$ cat config.mk
export PLATFORM = sky130hd
export DESIGN_NAME = bus_arbiter_flat
export DESIGN_NICKNAME = d
export VERILOG_FILES = /design/src/rtl/bus_arbiter_pkg.sv /design/src/rtl/bus_arbiter_if.sv /design/src/rtl/bus_arbiter_rr_pick.sv /design/src/rtl/bus_arbiter.sv /design/src/flat_wrapper.sv
export SDC_FILE = /design/constraint.sdc
export NUM_CORES = 1
export LEC_CHECK = 0
export BUFFER_PORTS_ARGS = -buffer_cell sky130_fd_sc_hd__buf_2
export CORE_UTILIZATION = 61
export DETAILED_ROUTE_END_ITERATION = 6
export PLACE_DENSITY = 0.93
export SETUP_SLACK_MARGIN = 0.15
export SYNTH_ARGS = -nofsm -noshare
export SYNTH_HDL_FRONTEND = slang
export SYNTH_SLANG_ARGS = --single-unit
$ cat constraint.sdc
create_clock -name clk -period 4.3 [get_ports clk]
set_input_delay 0.86 -clock clk [delete_from_list [all_inputs] [get_ports clk]]
set_output_delay 0.86 -clock clk [all_outputs]
set_load 0.02 [all_outputs]
$ cat src/rtl/bus_arbiter_pkg.sv
// Shared constants, state encoding and index helper for the six-source bus arbiter.
package bus_arbiter_pkg;

  localparam int NUM_SRC = 6;
  localparam int SEL_W   = 3;
  localparam int HOLD_W  = 4;

  localparam logic [SEL_W-1:0] SRC_A = 3'd0;
  localparam logic [SEL_W-1:0] SRC_B = 3'd1;
  localparam logic [SEL_W-1:0] SRC_C = 3'd2;
  localparam logic [SEL_W-1:0] SRC_D = 3'd3;
  localparam logic [SEL_W-1:0] SRC_E = 3'd4;
  localparam logic [SEL_W-1:0] SRC_F = 3'd5;

  typedef enum logic [1:0] {
    ST_IDLE  = 2'd0,
    ST_GRANT = 2'd1,
    ST_TURN  = 2'd2
  } state_t;

  // Folds an index in 0..11 back into 0..NUM_SRC-1.
  function automatic logic [SEL_W-1:0] wrap_idx(input logic [SEL_W:0] v);
    logic [SEL_W:0] r;
    r = (v >= 4'(NUM_SRC)) ? v - 4'(NUM_SRC) : v;
    return r[SEL_W-1:0];
  endfunction

endpackage

$ cat src/rtl/bus_arbiter_if.sv
// Request/grant/select bundle between the requesters and the bus arbiter.
interface bus_arbiter_if;
  import bus_arbiter_pkg::*;

  logic [NUM_SRC-1:0] req;
  logic [NUM_SRC-1:0] gnt;
  logic               S0;
  logic               S1;
  logic               S2;
  logic               bus_valid;

  modport master (output req, input gnt, input S0, input S1, input S2, input bus_valid);
  modport slave  (input req, output gnt, output S0, output S1, output S2, output bus_valid);
endinterface

$ cat src/rtl/bus_arbiter_rr_pick.sv
// Combinational circular priority picker: first set req bit after last_ptr, wrapping at NUM_SRC.
module bus_arbiter_rr_pick
  import bus_arbiter_pkg::*;
(
  input  logic [NUM_SRC-1:0] req,
  input  logic [SEL_W-1:0]   last_ptr,
  output logic               any,
  output logic [SEL_W-1:0]   win
);

  logic [SEL_W-1:0] cand [NUM_SRC];

  genvar gi;
  generate
    for (gi = 0; gi < NUM_SRC; gi++) begin : g_cand
      assign cand[gi] = wrap_idx({1'b0, last_ptr} + 4'(gi + 1));
    end
  endgenerate

  // Scan from lowest priority to highest so the nearest requester overwrites.
  always_comb begin
    win = '0;
    for (int k = NUM_SRC - 1; k >= 0; k--) begin
      if (req[cand[k]]) win = cand[k];
    end
  end

  assign any = |req;

endmodule

$ cat src/rtl/bus_arbiter.sv
// Round-robin owner FSM for the six-source select bus, with hold cap and one dead turnaround cycle.
module bus_arbiter
  import bus_arbiter_pkg::*;
#(
  parameter int MAX_HOLD = 4
) (
  input  logic         clk,
  input  logic         rst_n,
  bus_arbiter_if.slave bus
);

  localparam logic [HOLD_W-1:0] HOLD_MAX = HOLD_W'(MAX_HOLD);

  state_t             state_reg, state_next;
  logic [NUM_SRC-1:0] gnt_reg, gnt_next;
  logic [SEL_W-1:0]   sel_reg, sel_next;
  logic               valid_reg, valid_next;
  logic [SEL_W-1:0]   last_ptr_reg, last_ptr_next;
  logic [HOLD_W-1:0]  hold_cnt_reg, hold_cnt_next;

  logic               any;
  logic [SEL_W-1:0]   win;
  logic               owner_req;
  logic               others_req;

  bus_arbiter_rr_pick u_pick (
    .req      (bus.req),
    .last_ptr (last_ptr_reg),
    .any      (any),
    .win      (win)
  );

  // In GRANT the one-hot gnt register identifies the owner directly.
  assign owner_req  = |(bus.req & gnt_reg);
  assign others_req = |(bus.req & ~gnt_reg);

  always_ff @(posedge clk) begin
    if (!rst_n) begin
      state_reg    <= ST_IDLE;
      gnt_reg      <= '0;
      sel_reg      <= '0;
      valid_reg    <= 1'b0;
      last_ptr_reg <= SRC_F;
      hold_cnt_reg <= '0;
    end else begin
      state_reg    <= state_next;
      gnt_reg      <= gnt_next;
      sel_reg      <= sel_next;
      valid_reg    <= valid_next;
      last_ptr_reg <= last_ptr_next;
      hold_cnt_reg <= hold_cnt_next;
    end
  end

  always_comb begin
    state_next    = state_reg;
    gnt_next      = gnt_reg;
    sel_next      = sel_reg;
    valid_next    = valid_reg;
    last_ptr_next = last_ptr_reg;
    hold_cnt_next = hold_cnt_reg;

    unique case (state_reg)
      ST_IDLE, ST_TURN: begin
        if (any) begin
          state_next    = ST_GRANT;
          gnt_next      = NUM_SRC'(1) << win;
          sel_next      = win;
          valid_next    = 1'b1;
          last_ptr_next = win;
          hold_cnt_next = HOLD_W'(1);
        end else begin
          state_next = ST_IDLE;
          gnt_next   = '0;
          valid_next = 1'b0;
        end
      end
      ST_GRANT: begin
        if (!owner_req || (hold_cnt_reg == HOLD_MAX && others_req)) begin
          // Select is left alone so the mux does not switch during the dead cycle.
          state_next = ST_TURN;
          gnt_next   = '0;
          valid_next = 1'b0;
        end else if (hold_cnt_reg != HOLD_MAX) begin
          hold_cnt_next = hold_cnt_reg + HOLD_W'(1);
        end
      end
      default: begin
        state_next = ST_IDLE;
        gnt_next   = '0;
        valid_next = 1'b0;
      end
    endcase
  end

  assign bus.gnt       = gnt_reg;
  assign bus.S0        = sel_reg[0];
  assign bus.S1        = sel_reg[1];
  assign bus.S2        = sel_reg[2];
  assign bus.bus_valid = valid_reg;

endmodule

$ cat src/flat_wrapper.sv
// flat-port wrapper written by rule: the top's interface ports become plain ports
module bus_arbiter_flat import bus_arbiter_pkg::*;
#(
  parameter int MAX_HOLD = 4
)
  (clk, rst_n, bus_req, bus_gnt, bus_S0, bus_S1, bus_S2, bus_bus_valid);
  bus_arbiter_if bus_i ();
  input  logic clk;
  input  logic rst_n;
  input wire logic [$bits(bus_i.req)-1:0] bus_req;
  output wire logic [$bits(bus_i.gnt)-1:0] bus_gnt;
  output wire logic [$bits(bus_i.S0)-1:0] bus_S0;
  output wire logic [$bits(bus_i.S1)-1:0] bus_S1;
  output wire logic [$bits(bus_i.S2)-1:0] bus_S2;
  output wire logic [$bits(bus_i.bus_valid)-1:0] bus_bus_valid;
  assign bus_i.req = bus_req;
  assign bus_gnt = bus_i.gnt;
  assign bus_S0 = bus_i.S0;
  assign bus_S1 = bus_i.S1;
  assign bus_S2 = bus_i.S2;
  assign bus_bus_valid = bus_i.bus_valid;
  bus_arbiter #(.MAX_HOLD(MAX_HOLD)) u_core (.clk(clk), .rst_n(rst_n), .bus(bus_i));
endmodule
# Word-level counts from Yosys, hierarchy flattened
# Index checks and enable logic that the tools add are counted.
# Widths: inputs -> output; s select.
[word_totals] register_bits=19 latchBits=0 ramBits=0 rom_bits=0 in_bits=8 out_inout_bits=10 memories=0
[op_classes] add_sub_neg=13 multipliers=0 n_div=0 order_cmp=12 n_eq_ne=8 shift=1 mux=37 bitwise=3 reduce_logical=11
[ops] op="$mux 3" n=12
[ops] op="$ge 4x3->1 const B" n=6
[ops] op="$lt 3x4->1 const B" n=6
[ops] op="$bmux 1 s3" n=6
[ops] op="$reduce_or 6->1" n=3
[ops] op="$sub 3x3->3 const B" n=6
[ops] op="$add 3x3->4 const B" n=3
[ops] op="$and 6x6->6" n=2
[ops] op="$mux 4" n=3
[ops] op="$mux 6" n=2
[ops] op="$pmux 6 s2" n=1
[ops] op="$mux 1" n=9
[ops] op="$add 3x2->4 const B" n=2
[ops] op="$pmux 4 s2" n=1
[ops] op="$ne 2x1->1 const B" n=3
[ops] op="$not 6->6" n=1
[ops] op="$shl 1x3->6 const A" n=1
[ops] op="$add 3x1->4 const B" n=1
[ops] op="$add 4x1->4 const B" n=1
[ops] op="$eq 4x3->1 const B" n=1
[ops] op="$ne 4x3->1 const B" n=1
[ops] op="$pmux 2 s2" n=1
[ops] op="$reduce_and 4->1" n=1
[ops] op="$eq 2x1->1 const B" n=1
[ops] op="other kinds (11)" n=11

# Logic depth before layout (Yosys ltp)
[depth] depth_word=14 depth_mapped=11

# Cells and area by module
# A second synthesis with hierarchy kept.
[hier_totals] cells_unflattened=236 hier_area_um2=1884.3
[modules_own_cells] module="bus_arbiter_rr_pick" n_inst=1 cells_per_inst=147 area_per_inst_um2=1057.3 seq_area_each_um2=0.0
[modules_own_cells] module="bus_arbiter" n_inst=1 cells_per_inst=89 area_per_inst_um2=827.0 seq_area_each_um2=340.3

# Worst setup path before layout
# OpenSTA, ideal clock, no wires.
[synth_timing] kind="reg2reg" start="reg u_core.last_ptr_reg[1]" end="reg u_core.gnt_reg[2], in the netlist u_core.bus.gnt[2]" arrival_time_ns=2.753 t_required_ns=4.184 setup_slack_ns=1.431 path_stages_with_launch=10 n_path_buf=0 synth_period_minus_slack_ns=2.869 path_cell_list="dfxtp_1 inv_1 ha_1 a211oi_1 xnor2_1 mux2i_1 nand2_1 o221ai_1 a2bb2oi_2 a41o_1"
[synth_via] elab_chain_cells=14 word_cells_on_any_way=45
[synth_lines] element="start, declared" line_no="bus_arbiter.sv:18" text="logic [SEL_W-1:0] last_ptr_reg, last_ptr_next;"
[synth_lines] element="start signal, assigned" line_no="bus_arbiter.sv:50" text="last_ptr_reg <= last_ptr_next;"
[synth_lines] element="$add 3x3->4" line_no="bus_arbiter_rr_pick.sv:16" text="assign cand[gi] = wrap_idx({1'b0, last_ptr} + 4'(gi + 1));"
[synth_lines] element="$ge 4x3->1 or $sub 3x3->3 (tied branches)" line_no="bus_arbiter_pkg.sv:24" text="r = (v >= 4'(NUM_SRC)) ? v - 4'(NUM_SRC) : v;"
[synth_lines] element="$mux 3" line_no="bus_arbiter_pkg.sv:24"
[synth_lines] element="$bmux 1 s3" line_no="bus_arbiter_rr_pick.sv:24" text="if (req[cand[k]]) win = cand[k];"
[synth_lines] element="$mux 1 (not written as such)" line_no="bus_arbiter_rr_pick.sv:24"
[synth_lines] element="$mux 3 (5 in series)" line_no="bus_arbiter_rr_pick.sv:24"
[synth_lines] element="$mux 3 *" line_no="bus_arbiter_rr_pick.sv:24"
[synth_lines] element="$shl 1x3->6 *" line_no="bus_arbiter.sv:67" text="gnt_next = NUM_SRC'(1) << win;"
[synth_lines] element="$mux 6 *" line_no="bus_arbiter.sv:65" text="if (any) begin"
[synth_lines] element="$pmux 6 s2 *" line_no="bus_arbiter.sv:63" text="unique case (state_reg)"
[synth_lines] element="end signal, assigned" line_no="bus_arbiter.sv:47" text="gnt_reg <= gnt_next;"
[synth_lines] element="end, declared" line_no="bus_arbiter.sv:15" text="logic [NUM_SRC-1:0] gnt_reg, gnt_next;"
# Mark *: on every way between the ends. The rest lies on a longest branch, timed or not. The select of a mux whose other input is x is not followed.
# A chain may end at the register's enable or synchronous reset.

# Worst setup path after layout
[layout_timing] start="reg u_core.last_ptr_reg[2]" end="reg u_core.gnt_reg[1], in the netlist u_core.bus.gnt[1]"
# Same word-level chain as after synthesis.

==> flow_metrics.tcl <==
set metrics [dict create \
    clockBufferDepth 2 \
    combPwrFrac_pct 78.7 \
    tightest_slew_ns 0.736 \
    hold_slack_ns 0.509 \
    viasPerCell 6.86 \
    finalClockSkew_ns 0.00670 \
    fmax_mhz 305 \
    cts_setup_buffers 0 \
    routabilityCongestion 1.07 \
    synth_flop_cell "dfxtp_1" \
    clk_pin_slew_worst_paths_ns 0.09 \
    syn_area_um2 1750 \
    largest_reg_flops 6 \
    root_buffer "clkbuf_4" \
    r2r_end "u_core.bus.gnt[1]" \
    r2r_setup_slack_ns 1.02 \
    synthTopCellsByCount "17 x dfxtp_1, 16 x nand2_1, 16 x nor2_1" \
    wl_per_cell_um 17.4 \
    hp-class "reg2reg" \
    crit_buf_inv 1 \
    yosysSeqAreaShare_pct 19.5 \
    path_class "reg2reg" \
    core-area_um2 2730 \
    syn_nets 228 \
    area_growth_pct 5.95 \
    routed_wl_mm 4.45 \
    drt-pass1-iter-count 5 \
    vdd_drop_max_v 0.000703 \
    hold-path-endpoint "u_core.sel_reg[2]" \
    antenna_found_initial 0 \
    overflow 0 \
    synth.yosys.warnings 0 \
    cap_viol_max_count 0 \
    synth_cell_types 65 \
    cts.htree.levels 1 \
    r2r-start "u_core.last_ptr_reg[2]" \
    cp_top_family "compound AO/OA/AOI/OAI gates" \
    cp.required_ns 4.49 \
    antenna_left 0 \
    path_cells "inv_1, ha_1, a211oi_1, xnor2_1, mux2i_1, nand2_1, o221ai_1, a2bb2oi_2, o41ai_2" \
    vias 1750 \
    worst_path_max_delay_cell "dfxtp_1" \
    initial_core_util_pct 63.9 \
    avgSynthCellArea_um2 8.36 \
    postSynthCellCount 209 \
    p_leak_uw 0.000840 \
    cts_resized 0 \
    finalHoldViolCount 0 \
    grt_pass1_wl_mm 7.40 \
    whs_path_depth 1 \
    cts_num_sinks 17 \
    drtIter0Drc 161 \
    synth_top_area_share_pct 19.5 \
    yosys.area.top_type "dfxtp_1" \
    grt_max_degree 26 \
    seq_power_share_pct 16.1 \
    slew_violations 0 \
    rsz0062_at_grt "false" \
    fin_ws_ns 1.02 \
    crit_path_end_kind "register" \
    crit_path_max_incr_delay_ns 0.59 \
    cp.depth 9 \
    min_from "u_core.sel_reg[2]" \
    finalSetupViolCount 0 \
    drc_errors 0 \
    hold_buffers 0 \
    status "finished clean" \
    tns_ns 0 \
    clkLatencyLatePin_ns 0.28 \
    p_sw_uw 835 \
    total_power_uw 1570 \
    ys_ff_latch 17 \
    dp_hpwl_mm 3.44 \
    drive_gt1_share_pct 15.6 \
    sw_frac_of_total_pct 53.2 \
    grtUsageTotal_pct 30.2 \
    ios 18 \
    async_flop_share_pct 0 \
    post-route-min-period_ns 3.28 \
    clockPowerShare_pct 5.2 \
    rows 19 \
    max-slew-margin-rel_pct 50.7 \
    grt_pass1_vias 1585 \
    intPower_uw 734 \
    yosysMostFrequentCell "dfxtp_1" \
    reg2regPathDepth 9 \
    cp-start-kind "register" \
    synth_edf_count 0 \
    cp_max_fo 9 \
    place_ws_ns 1.09 \
    n_antenna_cell 0 \
    die_h_um 55.5 \
    arrival_ns 3.47 \
    yosys-top-cells-area "dfxtp_1 19%, ha_1 7.9%, mux2i_1 5.2%, nand2_1 3.4%, nor2_1 3.4%" \
    die_w_um 55.5 \
    cts_tree "done" \
    port_buffers 17 \
    die_area_um2 3080 \
    power_density_nw_per_um2 848 \
    fin_nets 244 \
    cts_buffers 3 \
    fin_crit_sh_pct 76.4 \
]
-- final cells by class --
cell class	instances	area (um^2)
inverters	14	52.6
fillers	228	883
multi-input cells	171	1300
flip-flops and latches	17	340
well taps	31	38.8
clock buffers	4	26.3
repair buffers	18	92.6
-- per-layer routing --
layer  wire length (um)  GRT usage (%)  vias to the layer above  part of all wire (%)
met1               1890           39.0                      819                    43
met2               2160           50.6                       88                    48
met4                135           16.4                        0                   3.0
li1                   -              -                      829                     -
met5                  0              0                        -                     0
met3                263           1.17                       14                   5.9
-- power groups by stage --
| stage | clock, uW | sequential, uW | combinational, uW |
|---|---|---|---|
| 6_report | 82.1 | 252 | 1230 |
| 5_1_grt | 92.0 | 259 | 1320 |
| 4_1_cts | 83.3 | 251 | 1210 |
| 3_5_place_dp | 0 | 254 | 1200 |
| 3_3_place_gp | 0 | 252 | 1180 |
| 2_1_floorplan | 0 | 275 | 964 |
-- through the flow --
| step | instance area [um^2] | util, % | instances |
|---|---|---|---|
| finish | 1850 | 67.7 | 255 |
| global route | 1850 | 67.7 | 255 |
| global placement | 1820 | 66.7 | 251 |
| CTS | 1850 | 67.7 | 255 |
| detailed placement | 1820 | 66.7 | 251 |
| floorplan | 1750 | - | 209 |
-- cell usage in the layout, fill, tap and decap left out, drive strengths merged, types with 3 or more instances in the layout --
| cell type | count |
|---|---|
| buf | 18 |
| dfxtp | 17 |
| nor2 | 16 |
| nand2 | 16 |
| inv | 14 |
| ha | 11 |
| mux2i | 10 |
| a21oi | 7 |
| nor3 | 7 |
| o21ai | 7 |
| a31oi | 6 |
| xnor2 | 6 |
| nand3b | 4 |
| xor2 | 4 |
| nand3 | 4 |
| o211a | 4 |
| o22ai | 4 |
| clkbuf | 4 |
| a22oi | 3 |
| nand2b | 3 |
| and3 | 3 |
| o21a | 3 |
| a21o | 3 |
| o2111ai | 3 |
| a211oi | 3 |
| o41ai | 3 |
-- logic make-up (layout without fill, tap and decap cells) --
| kind of cell | count (synthesis) | count (layout) | synth area share, % |
|---|---|---|---|
| buffers and inverters | 21 | 36 | 6.09 |
| AND/OR/NAND/NOR | 71 | 71 | 21.4 |
| adder cells (fa/ha/maj) | 11 | 11 | 7.88 |
| flip-flops | 17 | 17 | 19.5 |
| XOR/XNOR | 10 | 10 | 5.01 |
| multiplexers | 13 | 13 | 8.52 |
| AO/OA/AOI/OAI | 66 | 66 | 31.6 |
-- worst max-delay path by stage --
| stage | from | to | slack [ns] |
|---|---|---|---|
| after global placement | u_core.last_ptr_reg[2] | u_core.bus.gnt[2] | 1.21 |
| after detailed placement | u_core.last_ptr_reg[2] | u_core.bus.gnt[1] | 1.09 |
| after floorplan | u_core.last_ptr_reg[1] | u_core.bus.gnt[2] | 1.43 |
| after global routing | u_core.last_ptr_reg[2] | u_core.bus.gnt[1] | 0.86 |
| final | u_core.last_ptr_reg[2] | u_core.bus.gnt[1] | 1.02 |
| after CTS | u_core.last_ptr_reg[2] | u_core.bus.gnt[1] | 1.07 |
(Power assumes the default switching activity.)
